===== src/rtl/he_pkg.sv =====
// Shared definitions for the homomorphic-encryption coefficient datapath blocks.
package he_pkg;
  localparam int COEFF_W_DEF = 30;
  localparam int N_DEF       = 1024;

  localparam logic OP_ADD = 1'b0;
  localparam logic OP_SUB = 1'b1;

  typedef enum logic {
    S_IDLE = 1'b0,
    S_RUN  = 1'b1
  } state_t;
endpackage


===== src/rtl/mod_addsub_lane.sv =====
// One coefficient lane of c = a +/- b mod q: stage 1 forms the raw value and a
// correction flag, stage 2 applies a single +/- q correction.
module mod_addsub_lane
  import he_pkg::*;
#(
  parameter int COEFF_W = COEFF_W_DEF
) (
  input  logic               clk,
  input  logic               reset,
  input  logic               en,
  input  logic               op,
  input  logic [COEFF_W-1:0] a,
  input  logic [COEFF_W-1:0] b,
  input  logic [COEFF_W-1:0] q,
  output logic [COEFF_W-1:0] result
);
  logic [COEFF_W:0]   sum_next;
  logic [COEFF_W:0]   raw_next;
  logic               corr_next;
  logic [COEFF_W:0]   raw_reg;
  logic               corr_reg;
  logic               op_reg;
  logic [COEFF_W-1:0] q_reg;
  logic [COEFF_W:0]   fixed_next;
  logic [COEFF_W-1:0] result_reg;

  always_comb begin
    sum_next = {1'b0, a} + {1'b0, b};
    if (op == OP_SUB) begin
      raw_next  = {1'b0, a - b};
      corr_next = (a < b);
    end else begin
      raw_next  = sum_next;
      corr_next = (sum_next >= {1'b0, q});
    end
  end

  // Only the low COEFF_W bits are kept, so the subtract fix-up wraps mod 2^W.
  always_comb begin
    fixed_next = raw_reg;
    if (corr_reg) begin
      if (op_reg == OP_SUB) fixed_next = raw_reg + {1'b0, q_reg};
      else                  fixed_next = raw_reg - {1'b0, q_reg};
    end
  end

  always_ff @(posedge clk) begin
    if (reset) begin
      raw_reg    <= '0;
      corr_reg   <= 1'b0;
      op_reg     <= OP_ADD;
      q_reg      <= '0;
      result_reg <= '0;
    end else if (en) begin
      raw_reg    <= raw_next;
      corr_reg   <= corr_next;
      op_reg     <= op;
      q_reg      <= q;
      result_reg <= fixed_next[COEFF_W-1:0];
    end
  end

  assign result = result_reg;
endmodule


===== src/rtl/poly_addsub_stream.sv =====
// Streaming coefficient-wise modular add/subtract of two polynomials, LANES
// coefficients per beat, 2-stage pipeline with valid/ready on both sides.
module poly_addsub_stream
  import he_pkg::*;
#(
  parameter int COEFF_W = COEFF_W_DEF,
  parameter int N       = N_DEF,
  parameter int LANES   = 1
) (
  input  logic                     clk,
  input  logic                     reset,
  input  logic                     op_in,
  input  logic [COEFF_W-1:0]       q_in,
  input  logic                     in_valid,
  output logic                     in_ready,
  input  logic [LANES*COEFF_W-1:0] in_a,
  input  logic [LANES*COEFF_W-1:0] in_b,
  output logic                     out_valid,
  input  logic                     out_ready,
  output logic [LANES*COEFF_W-1:0] out_data,
  output logic                     out_last,
  output logic                     busy
);
  localparam int BEATS = N / LANES;
  localparam int CNT_W = (BEATS > 1) ? $clog2(BEATS) : 1;
  localparam logic [CNT_W-1:0] LAST_CNT = CNT_W'(BEATS - 1);

  state_t             state_reg;
  logic [CNT_W-1:0]   cnt_reg;
  logic               op_reg;
  logic [COEFF_W-1:0] q_reg;
  logic               v1_reg;
  logic               last1_reg;
  logic               out_valid_reg;
  logic               out_last_reg;

  logic               advance;
  logic               xfer;
  logic               beat_op;
  logic [COEFF_W-1:0] beat_q;
  logic               beat_last;

  assign advance  = !out_valid_reg || out_ready;
  assign in_ready = advance;
  assign xfer     = in_valid && advance;

  // The first beat of a polynomial bypasses op_reg/q_reg so it needs no extra cycle.
  always_comb begin
    if (state_reg == S_IDLE) begin
      beat_op   = op_in;
      beat_q    = q_in;
      beat_last = (BEATS == 1);
    end else begin
      beat_op   = op_reg;
      beat_q    = q_reg;
      beat_last = (cnt_reg == LAST_CNT);
    end
  end

  always_ff @(posedge clk) begin
    if (reset) begin
      state_reg <= S_IDLE;
      cnt_reg   <= '0;
      op_reg    <= OP_ADD;
      q_reg     <= '0;
    end else if (xfer) begin
      case (state_reg)
        S_IDLE: begin
          op_reg <= op_in;
          q_reg  <= q_in;
          if (BEATS > 1) begin
            cnt_reg   <= CNT_W'(1);
            state_reg <= S_RUN;
          end
        end
        S_RUN: begin
          if (cnt_reg == LAST_CNT) begin
            cnt_reg   <= '0;
            state_reg <= S_IDLE;
          end else begin
            cnt_reg <= cnt_reg + CNT_W'(1);
          end
        end
        default: state_reg <= S_IDLE;
      endcase
    end
  end

  always_ff @(posedge clk) begin
    if (reset) begin
      v1_reg        <= 1'b0;
      last1_reg     <= 1'b0;
      out_valid_reg <= 1'b0;
      out_last_reg  <= 1'b0;
    end else if (advance) begin
      v1_reg        <= in_valid;
      last1_reg     <= in_valid && beat_last;
      out_valid_reg <= v1_reg;
      out_last_reg  <= last1_reg;
    end
  end

  for (genvar gi = 0; gi < LANES; gi++) begin : g_lane
    mod_addsub_lane #(
      .COEFF_W(COEFF_W)
    ) u_lane (
      .clk   (clk),
      .reset (reset),
      .en    (advance),
      .op    (beat_op),
      .a     (in_a[gi*COEFF_W +: COEFF_W]),
      .b     (in_b[gi*COEFF_W +: COEFF_W]),
      .q     (beat_q),
      .result(out_data[gi*COEFF_W +: COEFF_W])
    );
  end

  assign out_valid = out_valid_reg;
  assign out_last  = out_last_reg;
  assign busy      = (state_reg == S_RUN) || v1_reg || out_valid_reg;
endmodule


===== config.mk =====
export PLATFORM = sky130hd
export DESIGN_NAME = poly_addsub_stream
export DESIGN_NICKNAME = d
export VERILOG_FILES = /design/src/rtl/he_pkg.sv /design/src/rtl/mod_addsub_lane.sv /design/src/rtl/poly_addsub_stream.sv
export SDC_FILE = /design/constraint.sdc
export NUM_CORES = 1
export LEC_CHECK = 0
export ABC_AREA = 1
export CAP_MARGIN = 20
export CORE_ASPECT_RATIO = 0.9
export CORE_UTILIZATION = 25
export DETAILED_ROUTE_END_ITERATION = 10
export GPL_TIMING_DRIVEN = 0
export PLACE_DENSITY_LB_ADDON = 0.12
export SYNTH_ARGS = -nofsm -noshare
export SYNTH_HDL_FRONTEND = slang
export SYNTH_SLANG_ARGS = --single-unit
export TNS_END_PERCENT = 100

===== constraint.sdc =====
create_clock -name clk -period 3.38 [get_ports clk]
set_input_delay 0.507 -clock clk [delete_from_list [all_inputs] [get_ports clk]]
set_output_delay 0.507 -clock clk [all_outputs]
set_load 0.1 [all_outputs]

# After elaboration in Yosys (flattened, before gate mapping)
# Cells that the tools add are included.
[word_totals]
register_bits = 138
latch_bits = 0
ramBits = 0
rom_bits = 0
input_bits = 95
n_memories = 0
[op_classes]
n_addsub = 5
multipliers = 0
div = 0
n_lt_le_gt_ge = 2
eq_ne = 1
n_shift = 0
n_mux = 11
bitwise_logic = 1
n_reduce_logical = 6
[op_table]
columns = ["cell", "count"]
rows = [
  ["$mux W30", 4],
  ["$sub A30 B30 Y30", 2],
  ["$add A30 B30 Y31", 1],
  ["$ge A31 B30 Y1", 1],
  ["$add A30 B30 Y30", 1],
  ["$lt A30 B30 Y1", 1],
  ["$pmux W10 S2", 1],
  ["$add A10 B1 Y10 const B", 1],
  ["$eq A10 B10 Y1 const B", 1],
  ["$mux W10", 1],
  ["$mux W1", 4],
  ["$logic_or A1 B1 Y1", 3],
  ["$logic_and A1 B1 Y1", 2],
  ["$pmux W1 S2", 1],
  ["$logic_not A1 Y1", 1],
  ["$not A1 Y1", 1],
]

# Depth between registers and ports, before layout
[depth]
depth_word = 3
depth_mapped = 28
depth_no_buf = 28

# Hierarchy
# Synthesis repeated with hierarchy kept, for this count alone.
[unflattened]
hier_cells = 2224
area_unflattened_um2 = 13564.3
[by_module_without_submodules]
columns = ["module", "instances", "cells_each", "area_per_inst_um2"]
rows = [
  ["mod_addsub_lane", 1, 1915, 11287.1],
  ["poly_addsub_stream", 1, 309, 2277.2],
]

# Worst setup path before layout
# No wires, ideal clock.
[synth_path]
kind = "input to register"
from = "in in_a[0]"
to = "reg g_lane[0].u_lane.corr_reg"
setup_ns = 0.132
arrival_ns = 3.047
slack_ns = 0.200
cell_stages = 26
path_cell_list = "ha_1 > inv_1 > fa_1 > nand3b_1 > nand2_1 > nand2_1 > nand2_1 > nand2_1 > nand2_1 > nand2_1 > nand3_1 > xor2_1 > inv_1 > ha_1 > nand2_1 > nor2_1 > nand2_1 > nor2_1 > nand3_1 > nand2_1 > o21ai_0 > nand2_1 > nor2_1 > nand2_1 > nand2_1 > a21oi_1"
[synth_between]
elab_chain_cells = 3
[synth_rtl]
columns = ["element", "line_no", "source"]
rows = [
  ["start: declaration", "poly_addsub_stream.sv:16", "input logic [LANES*COEFF_W-1:0] in_a,"],
  ["$add A30 B30 Y31", "mod_addsub_lane.sv:28", "sum_next = {1'b0, a} + {1'b0, b};"],
  ["$ge A31 B30 Y1", "mod_addsub_lane.sv:34", "corr_next = (sum_next >= {1'b0, q});"],
  ["$mux W1 *", "mod_addsub_lane.sv:29", "if (op == OP_SUB) begin"],
  ["end signal: assignment", "mod_addsub_lane.sv:56", "corr_reg <= corr_next;"],
  ["end: declaration", "mod_addsub_lane.sv:21", "logic corr_reg;"],
]
# Every way passes the cells marked *; elsewhere a longest branch is shown, timed or not.
# A chain may end at the register's enable or synchronous reset.

# Worst setup path after layout
[layout_path]
from = "reg g_lane[0].u_lane.q_reg[1]"
to = "reg g_lane[0].u_lane.result_reg[29]"
[layout_between]
elab_chain_cells = 3
[layout_rtl]
columns = ["element", "line_no", "source"]
rows = [
  ["start: declaration", "mod_addsub_lane.sv:23", "logic [COEFF_W-1:0] q_reg;"],
  ["start signal: assignment", "mod_addsub_lane.sv:58", "q_reg <= q;"],
  ["$sub A30 B30 Y30 or $add A30 B30 Y30 (tied branches)", "mod_addsub_lane.sv:43, mod_addsub_lane.sv:42", ""],
  ["$mux W30 *", "mod_addsub_lane.sv:42", "if (op_reg == OP_SUB) fixed_next = raw_reg + {1'b0, q_reg};"],
  ["$mux W30 *", "mod_addsub_lane.sv:41", "if (corr_reg) begin"],
  ["end signal: assignment", "mod_addsub_lane.sv:59", "result_reg <= fixed_next[COEFF_W-1:0];"],
  ["end: declaration", "mod_addsub_lane.sv:25", "logic [COEFF_W-1:0] result_reg;"],
]
# Marked as above.

==> metrics.yaml <==
setup_path:
  crit_fanout: 5
  cp_slowest_stage_delay_ps: 380
  worstReg2RegStart: "g_lane[0].u_lane.q_reg[1]$_SDFFE_PP0N_"
  reg2reg_depth: 25
  crit_family: "simple AND/OR/NAND/NOR gates"
  cp-end-kind: "flop"
  reg2reg_setup_slack_ps: 20
  reg2reg_to: "g_lane[0].u_lane.result[29]$_SDFFE_PP0N_"
  setup.worst_path.start_class: "flop"
  worstPathArrival_ps: 3710
  crit_required_ps: 3730
  cp_num_buf_inv: 2
  path_common_cell: "nand2_2"
  cp_slowest_cell: "ha_1"
  path_class: "flop to flop"
drt:
  drc: 0
  via_per_inst: 4.86
  postRouteAntennaNets: 0
  wl_per_cell_um: 19.1
  drtIter0Drc: 1035
  drt_first_pass_iters: 6
  vias: 14360
  wirelength_mm: 56.5
cts:
  htree_num_levels: 4
  cts.clk_slew.worst_paths_ps: 70
  cts_sinks: 138
  numCtsBuffers: 17
  clock_path_buffers: 2
  cts_hold_buf: 0
  cts_root_buf: "clkbuf_16"
  cts_tree: "built"
  insertion_delay_ps: 450
synthesis:
  synth-edff-count: 0
  synth_ff_type: "dfxtp_1"
  synth_top_area_frac: 0.215
  synth-warning-count: 0
  synthCells: 2021
  synthesis.area_um2: 12900
  yosysSeqAreaShare: 0.215
  synth_top_cell_by_area: "dfxtp_1"
  ys_ff_latch: 138
  synth_nets: 2240
  async_flop_share: 0
  synth_cell_types: 55
  avgSynthCellArea_um2: 6.37
  synth_area_leaders: "dfxtp_1 (21%), nand2_1 (13%), ha_1 (12%)"
timing:
  slew_headroom: 0.345
  max_freq_mhz: 298
  setup_slack_ps: 21.5
  worst_pin_slew_ps: 979
  min_period_ps: 3360
  finalHoldViolCount: 0
  setup_tns_ps: 0
  rsz0062_at_grt: "yes"
  finalMaxSlewViolations: 0
  skew_ps: 8.46
  setup_viol: 0
  fin_crit_sh: 0.994
pwr:
  p_total_uw: 8430
  power_leakage_uw: 0.00822
  irDropWorstVdd_mv: 0.365
  power.density_nw_per_um2: 473
hold_path:
  holdCritStartpoint: "last1_reg$_SDFFE_PP0N_"
  hold_depth: 2
  min_to: "last1_reg$_SDFFE_PP0N_"
  hold_class: "flop to flop"
floorplan:
  start_util: 0.254
  rows: 78
  chipHeight_um: 217
  dieArea_um2: 52400
  coreArea_um2: 50700
  die_w_um: 241
  io_pins: 129
layout:
  area_growth_pct: 38.5
  layout-drive-gt1-share: 0.205
  antennaDiodeCount: 0
  final_nets: 2478
placed_design:
  dpl_worst_slack_ps: -1050
  portBuffers: 128
  hpwl_mm: 46.3
  finalWeightedCongestion: 0.915
global_route:
  grt_overflow_total: 0
  grt.total_usage: 0.215
  grt_pass1_wl_mm: 84.2
  grt_pass1_vias: 13817
  grt_max_degree: 17
  antenna_found_initial: 3
run:
  drv_cap: 0
outcome:
  outcome: "finished, final reports clean"
## how the worst max path moves through the flow
stage,startpoint,cells past startpoint,end,slack [ps]
final,g_lane[0].u_lane.q_reg[1]$_SDFFE_PP0N_,25,g_lane[0].u_lane.result[29]$_SDFFE_PP0N_,20
after global routing,g_lane[0].u_lane.q_reg[1]$_SDFFE_PP0N_,27,g_lane[0].u_lane.result[29]$_SDFFE_PP0N_,-290
after CTS,in_b[25],22,g_lane[0].u_lane.corr_reg$_SDFFE_PP0N_,2
after detailed placement,in_b[0],25,g_lane[0].u_lane.corr_reg$_SDFFE_PP0N_,-1050
after global placement,in_b[0],25,g_lane[0].u_lane.corr_reg$_SDFFE_PP0N_,-1020
after floorplan,in_a[0],26,g_lane[0].u_lane.corr_reg$_SDFFE_PP0N_,200
## cell families after synthesis
| logic type | Yosys count | synth area share |
|---|---|---|
| adder cells (fa/ha/maj) | 124 | 0.122 |
| buffers and inverters | 314 | 0.0961 |
| AO/OA/AOI/OAI | 485 | 0.213 |
| multiplexers | 29 | 0.0226 |
| XOR/XNOR | 63 | 0.0435 |
| AND/OR/NAND/NOR | 868 | 0.288 |
| flip-flops | 138 | 0.215 |
## power breakdown
part	internal [uW]	total [uW]	switching [uW]
clock	1190	2010	824
sequential	1810	1990	177
combinational	1530	4430	2900
## worst min-delay path, cell delays in order, from the launching register on
cell and delay [ps]:
dfxtp_1 310, nand2_1 60, a21oi_1 60
## synth_stat cells (2+ instances only)
master	number
xor2_1	46
nor3_1	23
nor3b_1	2
nand4_1	24
fa_1	3
xnor2_1	16
buf_2	23
a31oi_1	22
a21oi_2	6
nand3_1	112
nor2_2	11
a21oi_1	182
buf_1	2
nand3b_1	7
o21ai_1	11
inv_2	15
buf_6	2
nor4_1	7
mux2i_1	29
or2_0	3
a21o_1	12
and3_1	2
inv_1	229
o21ai_0	171
dfxtp_1	138
nand3_2	6
o21a_1	11
ha_1	121
o21bai_1	25
and2_1	4
a211oi_1	28
clkbuf_1	39
o21ai_2	3
buf_4	4
or2_1	4
nand2_1	432
a21boi_0	3
or2_2	6
nor2_1	212
nand2_2	9
a221oi_1	2
## area by class of cell
class	instances	area [um^2]
clock buffers	19	443
clock inverters	13	166
well taps	680	851
multi-input cells	1569	10200
plain buffers	69	394
inverters	244	957
flip-flops and latches	138	2770
repair buffers	220	2070
fillers	5529	32800
## placed cells by master, fill, tap and decap left out, types with 49 or more instances in the layout
| cell | instances |
|---|---|
| nand2_1 | 382 |
| inv_1 | 183 |
| nor2_1 | 173 |
| o21ai_0 | 160 |
| a21oi_1 | 154 |
| dfxtp_1 | 136 |
| nand3_1 | 97 |
| buf_4 | 92 |
| ha_1 | 92 |
| clkdlybuf4s50_1 | 87 |
| nand2_2 | 49 |
## metrics by stage
stage,cells,cell area (um^2),utilization,hold WS (ps)
after CTS,2894,16400,0.323,467
after global placement,2829,15000,0.296,449
after detailed placement,2829,15000,0.296,458
after global routing,2952,17800,0.352,478
after floorplan,2021,12900,-,442
final,2952,17800,0.352,472
## per-layer routing
| metal | vias to the layer above | routed length [um] | track usage |
|---|---|---|---|
| met3 | 42 | 2590 | 0.0270 |
| met2 | 329 | 24800 | 0.334 |
| li1 | 7189 | - | - |
| met1 | 6800 | 28100 | 0.311 |
| met5 | - | 0 | 0 |
| met4 | 0 | 1040 | 0.0532 |
## timing repair
item                       CTS  global route
pin swaps                   45           116
setup endpoints to repair   11            19
buffers inserted            33            59
gates resized for setup    147           283
(Power assumes the default switching activity.)
==> variant 1, RTL diff (same settings) <==
`N_DEF`: 1024 -> 512.
--- a/src/rtl/he_pkg.sv
+++ b/src/rtl/he_pkg.sv
@@ -1,7 +1,7 @@
 // Shared definitions for the homomorphic-encryption coefficient datapath blocks.
 package he_pkg;
   localparam int COEFF_W_DEF = 30;
-  localparam int N_DEF       = 1024;
+  localparam int N_DEF       = 512;
 
   localparam logic OP_ADD = 1'b0;
   localparam logic OP_SUB = 1'b1;
Formal check against the unedited RTL: same outputs for any inputs over 4 cycles, from zero or initial values and one cycle with reset high; that may be too few to reach the edited logic, so the function may still have changed.
==> variant 1 against the original RTL <==
Sequential cell count decreased by 1; power decreased by 0.76%; area after synthesis about the same; worst setup slack improved by 77 ps; cell area up 0.37%; routed wire length is 0.85% higher; critical path depth did not move; critical path type is now in2reg; largest cell class unchanged; largest power group unchanged.
==> variant 1: results (changes against the original RTL) <==
metric,value,unit,change
synth unique cells,48,,was 55
yosys warns,0,,unchanged
slowest CP cell,clkdlybuf4s50_1,,was ha_1
Initial DRC Count,1148,,was 1035
"non-filler cells, final",3011,,was 2952
CP max stage delay,430,ps,was 380 ps
Hold Path Class,reg2reg,,unchanged
Syn Inst Count,2063,,was 2021
H-tree levels,4,,unchanged
worst min-delay path startpoint,cnt_reg[8]$_SDFFE_PP0P_,,was last1_reg$_SDFFE_PP0N_
initial antenna violation count,2,,was 3
worst hold slack,475,ps,was 472 ps
R2R depth,16,,was 25
buffers added on ports,127,,was 128
crit-path max FO,5,,unchanged
CP arrival,3640,ps,was 3710 ps
largest net degree at the start of global routing,20,,was 17
Inst Count DP,2870,,was 2829
Post-DP HPWL,47100,um,was 46300 um
ratio of cells with drive above 1 in the final layout,0.196,,was 0.205
max_slew headroom,0.324,,was 0.345
Final Wtd Congestion,0.902,,was 0.915
placed inst area,15000,um2,about the same
cell type group with the largest total delay on the critical path,buffers and inverters,,was simple AND/OR/NAND/NOR gates
vias in the first global route,14100,,was 13800
total number of vias,14600,,was 14400
global-route usage over all layers,0.218,,was 0.215
"top cells by area, synth","dfxtp_1 21%, nand2_1 14%, ha_1 12%",,"was dfxtp_1 21%, nand2_1 13%, ha_1 12%"
pre-CTS setup slack,-1250,ps,was -1050 ps
Post-Route WL,57000,um,was 56500 um
Mapped Nets,2283,,was 2240
DRT Pass-1 Iters,5,,was 6
Lkg Pwr,8.41,nW,was 8.22 nW
worst reg2reg endpoint,g_lane[0].u_lane.result[22]$_SDFFE_PP0N_,,was g_lane[0].u_lane.result[29]$_SDFFE_PP0N_
status,"complete, no violations",,unchanged
crit path from,in_a[23],,was g_lane[0].u_lane.q_reg[1]$_SDFFE_PP0N_
post-synthesis sequential area ratio,0.213,,was 0.215
top post-synthesis cells by count,"487 x nand2_1, 261 x inv_1, 228 x nor2_1",,"was 432 x nand2_1, 229 x inv_1, 212 x nor2_1"
VDD IR-drop max,0.316,mV,was 0.365 mV
CTS buffer count,17,,unchanged
Clock Tree Root,clkbuf_16,,unchanged
filler cell count,5641,,was 5529
layout net count,2536,,was 2478
clock slew at reported path FFs,70,ps,about the same
Max Root-Sink Buffers,2,,unchanged
Hold Path Sink,cnt_reg[8]$_SDFFE_PP0P_,,was last1_reg$_SDFFE_PP0N_
"setup slack, reg-to-reg",100,ps,was 20 ps
first-pass GRT wire length,84700,um,was 84200 um
skew final,13.5,ps,was 8.46 ps
==> variant 1: changes by cell type in the layout (fill, tap and decap cells not counted), sizes merged, moves of 5 or more <==
cell	before	now
nand2	442	491
inv	244	276
o21ai	185	161
buf	123	135
dlymetal6s2s	36	25
nor2	224	234
a31oi	22	13
nand3	118	109
dlygate4sd2	0	8
clkdlybuf4s50	87	93
nor4	7	2
==> variant 1: tightest hold or removal path, delay by kind of cell, from the launching register on <==
family,cells,cell delay [ps]
and+or+nand+nor,1,60
AOI/OAI and AO/OA,1,60
DFF,1,310
==> variant 1: worst max path at each step <==
| stage | endpoint | slack (ps) | depth (start not counted) |
|---|---|---|---|
| floorplan | in_ready | 400 | 6 |
| global placement | in_ready | -1260 | 7 |
| detailed placement | in_ready | -1250 | 7 |
| CTS | g_lane[0].u_lane.corr_reg$_SDFFE_PP0N_ | 0.5 | 21 |
| global route | g_lane[0].u_lane.result[29]$_SDFFE_PP0N_ | -150 | 27 |
| finish | g_lane[0].u_lane.raw_reg[26]$_SDFFE_PP0N_ | 100 | 25 |
==> variant 1: report_power, final <==
part	switching [mW]	internal, mW
Clock	0.877	1.04
Sequential	0.171	1.80
Combinational	2.91	1.56
Total	3.96	4.41
==> variant 1: layout make-up <==
cell class	count	area (um2)	share of cell area
inverter	270	1040	0.0580
clock buffer	17	425	0.0238
buffer	71	380	0.0213
clock inverter	15	155	0.00867
tap	680	851	0.0476
sequential	137	2750	0.154
timing repair buffer	235	2160	0.121
antenna	2	5.00	0.000280
multi-input combinational	1584	10100	0.566
==> variant 1: routing by layer <==
metal  up-vias  wire [um]  track usage  part of all wire
met3        46       3400       0.0422             0.060
met5         -          0            0                 0
met4         0        983       0.0477             0.017
met1      6894      28500        0.318              0.50
li1       7304          -            -                 -
met2       374      24100        0.328              0.42
==> variant 1: repair_timing <==
action	in CTS	in global routing
pin swaps	48	120
setup buffers	58	50
gates resized for setup	199	216
endpoints found under the setup margin	9	23
==> variant 1: logic make-up after synthesis <==
| family | Yosys count | synth area share |
|---|---|---|
| AO/OA/AOI/OAI | 462 | 0.205 |
| XOR/XNOR | 59 | 0.0402 |
| adder cells (fa/ha/maj) | 125 | 0.123 |
| buffers and inverters | 342 | 0.103 |
| flip-flops | 137 | 0.213 |
| multiplexers | 29 | 0.0226 |
| AND/OR/NAND/NOR | 909 | 0.293 |
==> variant 2, RTL diff (same flow settings) <==
Made on the original files. Make the reset (`reset`) asynchronous in 3 clocked blocks.
--- a/src/rtl/mod_addsub_lane.sv
+++ b/src/rtl/mod_addsub_lane.sv
@@ -44,7 +44,7 @@
     end
   end
 
-  always_ff @(posedge clk) begin
+  always_ff @(posedge clk or posedge reset) begin
     if (reset) begin
       raw_reg    <= '0;
       corr_reg   <= 1'b0;
--- a/src/rtl/poly_addsub_stream.sv
+++ b/src/rtl/poly_addsub_stream.sv
@@ -57,7 +57,7 @@
     end
   end
 
-  always_ff @(posedge clk) begin
+  always_ff @(posedge clk or posedge reset) begin
     if (reset) begin
       state_reg <= S_IDLE;
       cnt_reg   <= '0;
@@ -86,7 +86,7 @@
     end
   end
 
-  always_ff @(posedge clk) begin
+  always_ff @(posedge clk or posedge reset) begin
     if (reset) begin
       v1_reg        <= 1'b0;
       last1_reg     <= 1'b0;
Behaviour: differs if reset is asserted again (counterexample within 4 cycles, from zero or initial values and one cycle with reset high); with reset held inactive, the same outputs for 4 cycles.
==> variant 2 against the original RTL <==
Maximum frequency grew 0.11%; register-to-register slack improved by 90 ps; area after synthesis is 3.7% higher; cell area grew 1.5%; sequential cell count unchanged; worst setup slack better by 3.5 ps; clock skew rose by 5.4 ps; routed wire length is 0.15% higher; via count is 1.6% lower; non-clock buffer count decreased by 40.
Power is not compared: it rests on default switching activity, and its combinational part moved more than twofold at a synthesized area within 25%.
==> variant 2: results (changes against the original RTL) <==
metric,value,unit,change
status,"complete, no violations",,unchanged
Synth async-reset ratio,1.00,,was 0
Final Wtd Congestion,0.943,,was 0.915
total number of vias,14100,,was 14400
CP arrival,3730,ps,was 3710 ps
clock slew at reported path FFs,70,ps,about the same
R2R depth,24,,was 25
Post-DP HPWL,46500,um,was 46300 um
Antenna diodes,0,,unchanged
crit-path max FO,7,,was 5
CP max stage delay,490,ps,was 380 ps
"top cells by area, synth","dfrtp_1 26%, nand2_1 16%, ha_1 11%",,"was dfxtp_1 21%, nand2_1 13%, ha_1 12%"
Mapped Nets,2258,,was 2240
slowest CP cell,clkdlybuf4s50_1,,was ha_1
global-route usage over all layers,0.206,,was 0.215
initial antenna violation count,0,,was 3
ratio of cells with drive above 1 in the final layout,0.192,,was 0.205
largest net degree at the start of global routing,35,,was 17
layout net count,2471,,was 2478
synth unique cells,53,,was 55
top post-synthesis cells by count,"572 x nand2_1, 235 x nor2_1, 228 x inv_1",,"was 432 x nand2_1, 229 x inv_1, 212 x nor2_1"
max_slew headroom,0.284,,was 0.345
syn avg cell area,6.54,um2,was 6.37 um2
Initial DRC Count,764,,was 1035
first-pass GRT wire length,83500,um,was 84200 um
routed len/inst,19.2,um,was 19.1 um
post-synthesis sequential area ratio,0.259,,was 0.215
"non-filler cells, final",2953,,was 2952
skew final,13.9,ps,was 8.46 ps
VDD IR-drop max,0.725,mV,
Inst Count DP,2859,,was 2829
variant 2: kinds of logic after synthesis:
| logic type | share of synthesized area |
|---|---|
| adders and majority gates | 0.118 |
| buffers and inverters | 0.0881 |
| and+or+nand+nor | 0.321 |
| muxes | 0.0218 |
| AOI/OAI and AO/OA | 0.151 |
| xor gates and xnor gates | 0.0418 |
| DFF | 0.259 |
variant 2: metrics by stage:
step	setup slack (ps)	hold WS [ps]	instance area, um2	utilization
2_1_floorplan	475	432	13300	-
3_3_place_gp	-1020	444	15500	0.297
3_5_place_dp	-1050	448	15600	0.298
4_1_cts	-165	465	16400	0.315
5_1_grt	-118	501	18100	0.347
6_report	25.0	473	18100	0.347
variant 2: worst paths after layout:
path                                                             from                                      end  slack, ps
worst max register to register  g_lane[0].u_lane.q_reg[1]$_DFFE_PP0N_  g_lane[0].u_lane.result[29]$_DFFE_PP0N_        110
max in group asynchronous                                       reset                    q_reg[27]$_DFFE_PP0P_       1580
min in group asynchronous                                       reset                   cnt_reg[5]$_DFFE_PP0P_        520
worst min-delay path                               v1_reg$_DFFE_PP0N_                    out_valid$_DFFE_PP0N_        470
worst min register to register                     v1_reg$_DFFE_PP0N_                    out_valid$_DFFE_PP0N_        470
worst max-delay path                                         in_b[14]    g_lane[0].u_lane.corr_reg$_DFFE_PP0N_         30
variant 2: worst reg2reg max path, stage by stage, from the launching register on:
cell and delay, ps:
dfrtp_1 390, inv_2 110, ha_4 160, nand3_4 70, inv_2 70, nand4_1 200, nand2_2 170, o21ai_4 80
a21oi_2 170, o21ai_2 110, o21bai_1 180, nand2_2 100, ha_4 280, nand2_2 100, nand2_1 60, nand2_1 60
nand2_2 50, nand2_1 80, nand2_2 60, a21oi_2 110, nand2_1 80, nand2_2 80, nand4_1 150, nand3_4 160
nand2_1 70
variant 2: layout make-up:
class / count / area (um2)
buffer: 55 / 325
clock buffer: 19 / 443
clock inverter: 13 / 200
fill: 5647 / 34100
inverter: 240 / 945
multi-input combinational: 1606 / 9980
sequential: 138 / 3460
tap: 688 / 861
timing repair buffer: 194 / 1890
variant 2: timing repair:
action / CTS / global route
pin swaps: 5 / 100
buffers inserted: 4 / 57
setup endpoints to repair: 24 / 19
gates cloned: 0 / 1
hold buffers: 0 / 0
resized for setup: 66 / 344
variant 2: power by group:
group	internal, mW	total [mW]	switching [mW]
sequential	2.27	2.89	0.615
combinational	4.47	13.2	8.76
clock	1.28	2.11	0.835
variant 2: routing by layer:
| layer | vias to the layer above | share of wire | global-route usage |
|---|---|---|---|
| li1 | 7066 | - | - |
| met1 | 6709 | 0.48 | 0.279 |
| met2 | 283 | 0.47 | 0.342 |
| met3 | 67 | 0.024 | 0.0150 |
| met4 | 0 | 0.030 | 0.0715 |
| met5 | - | 0 | 0 |
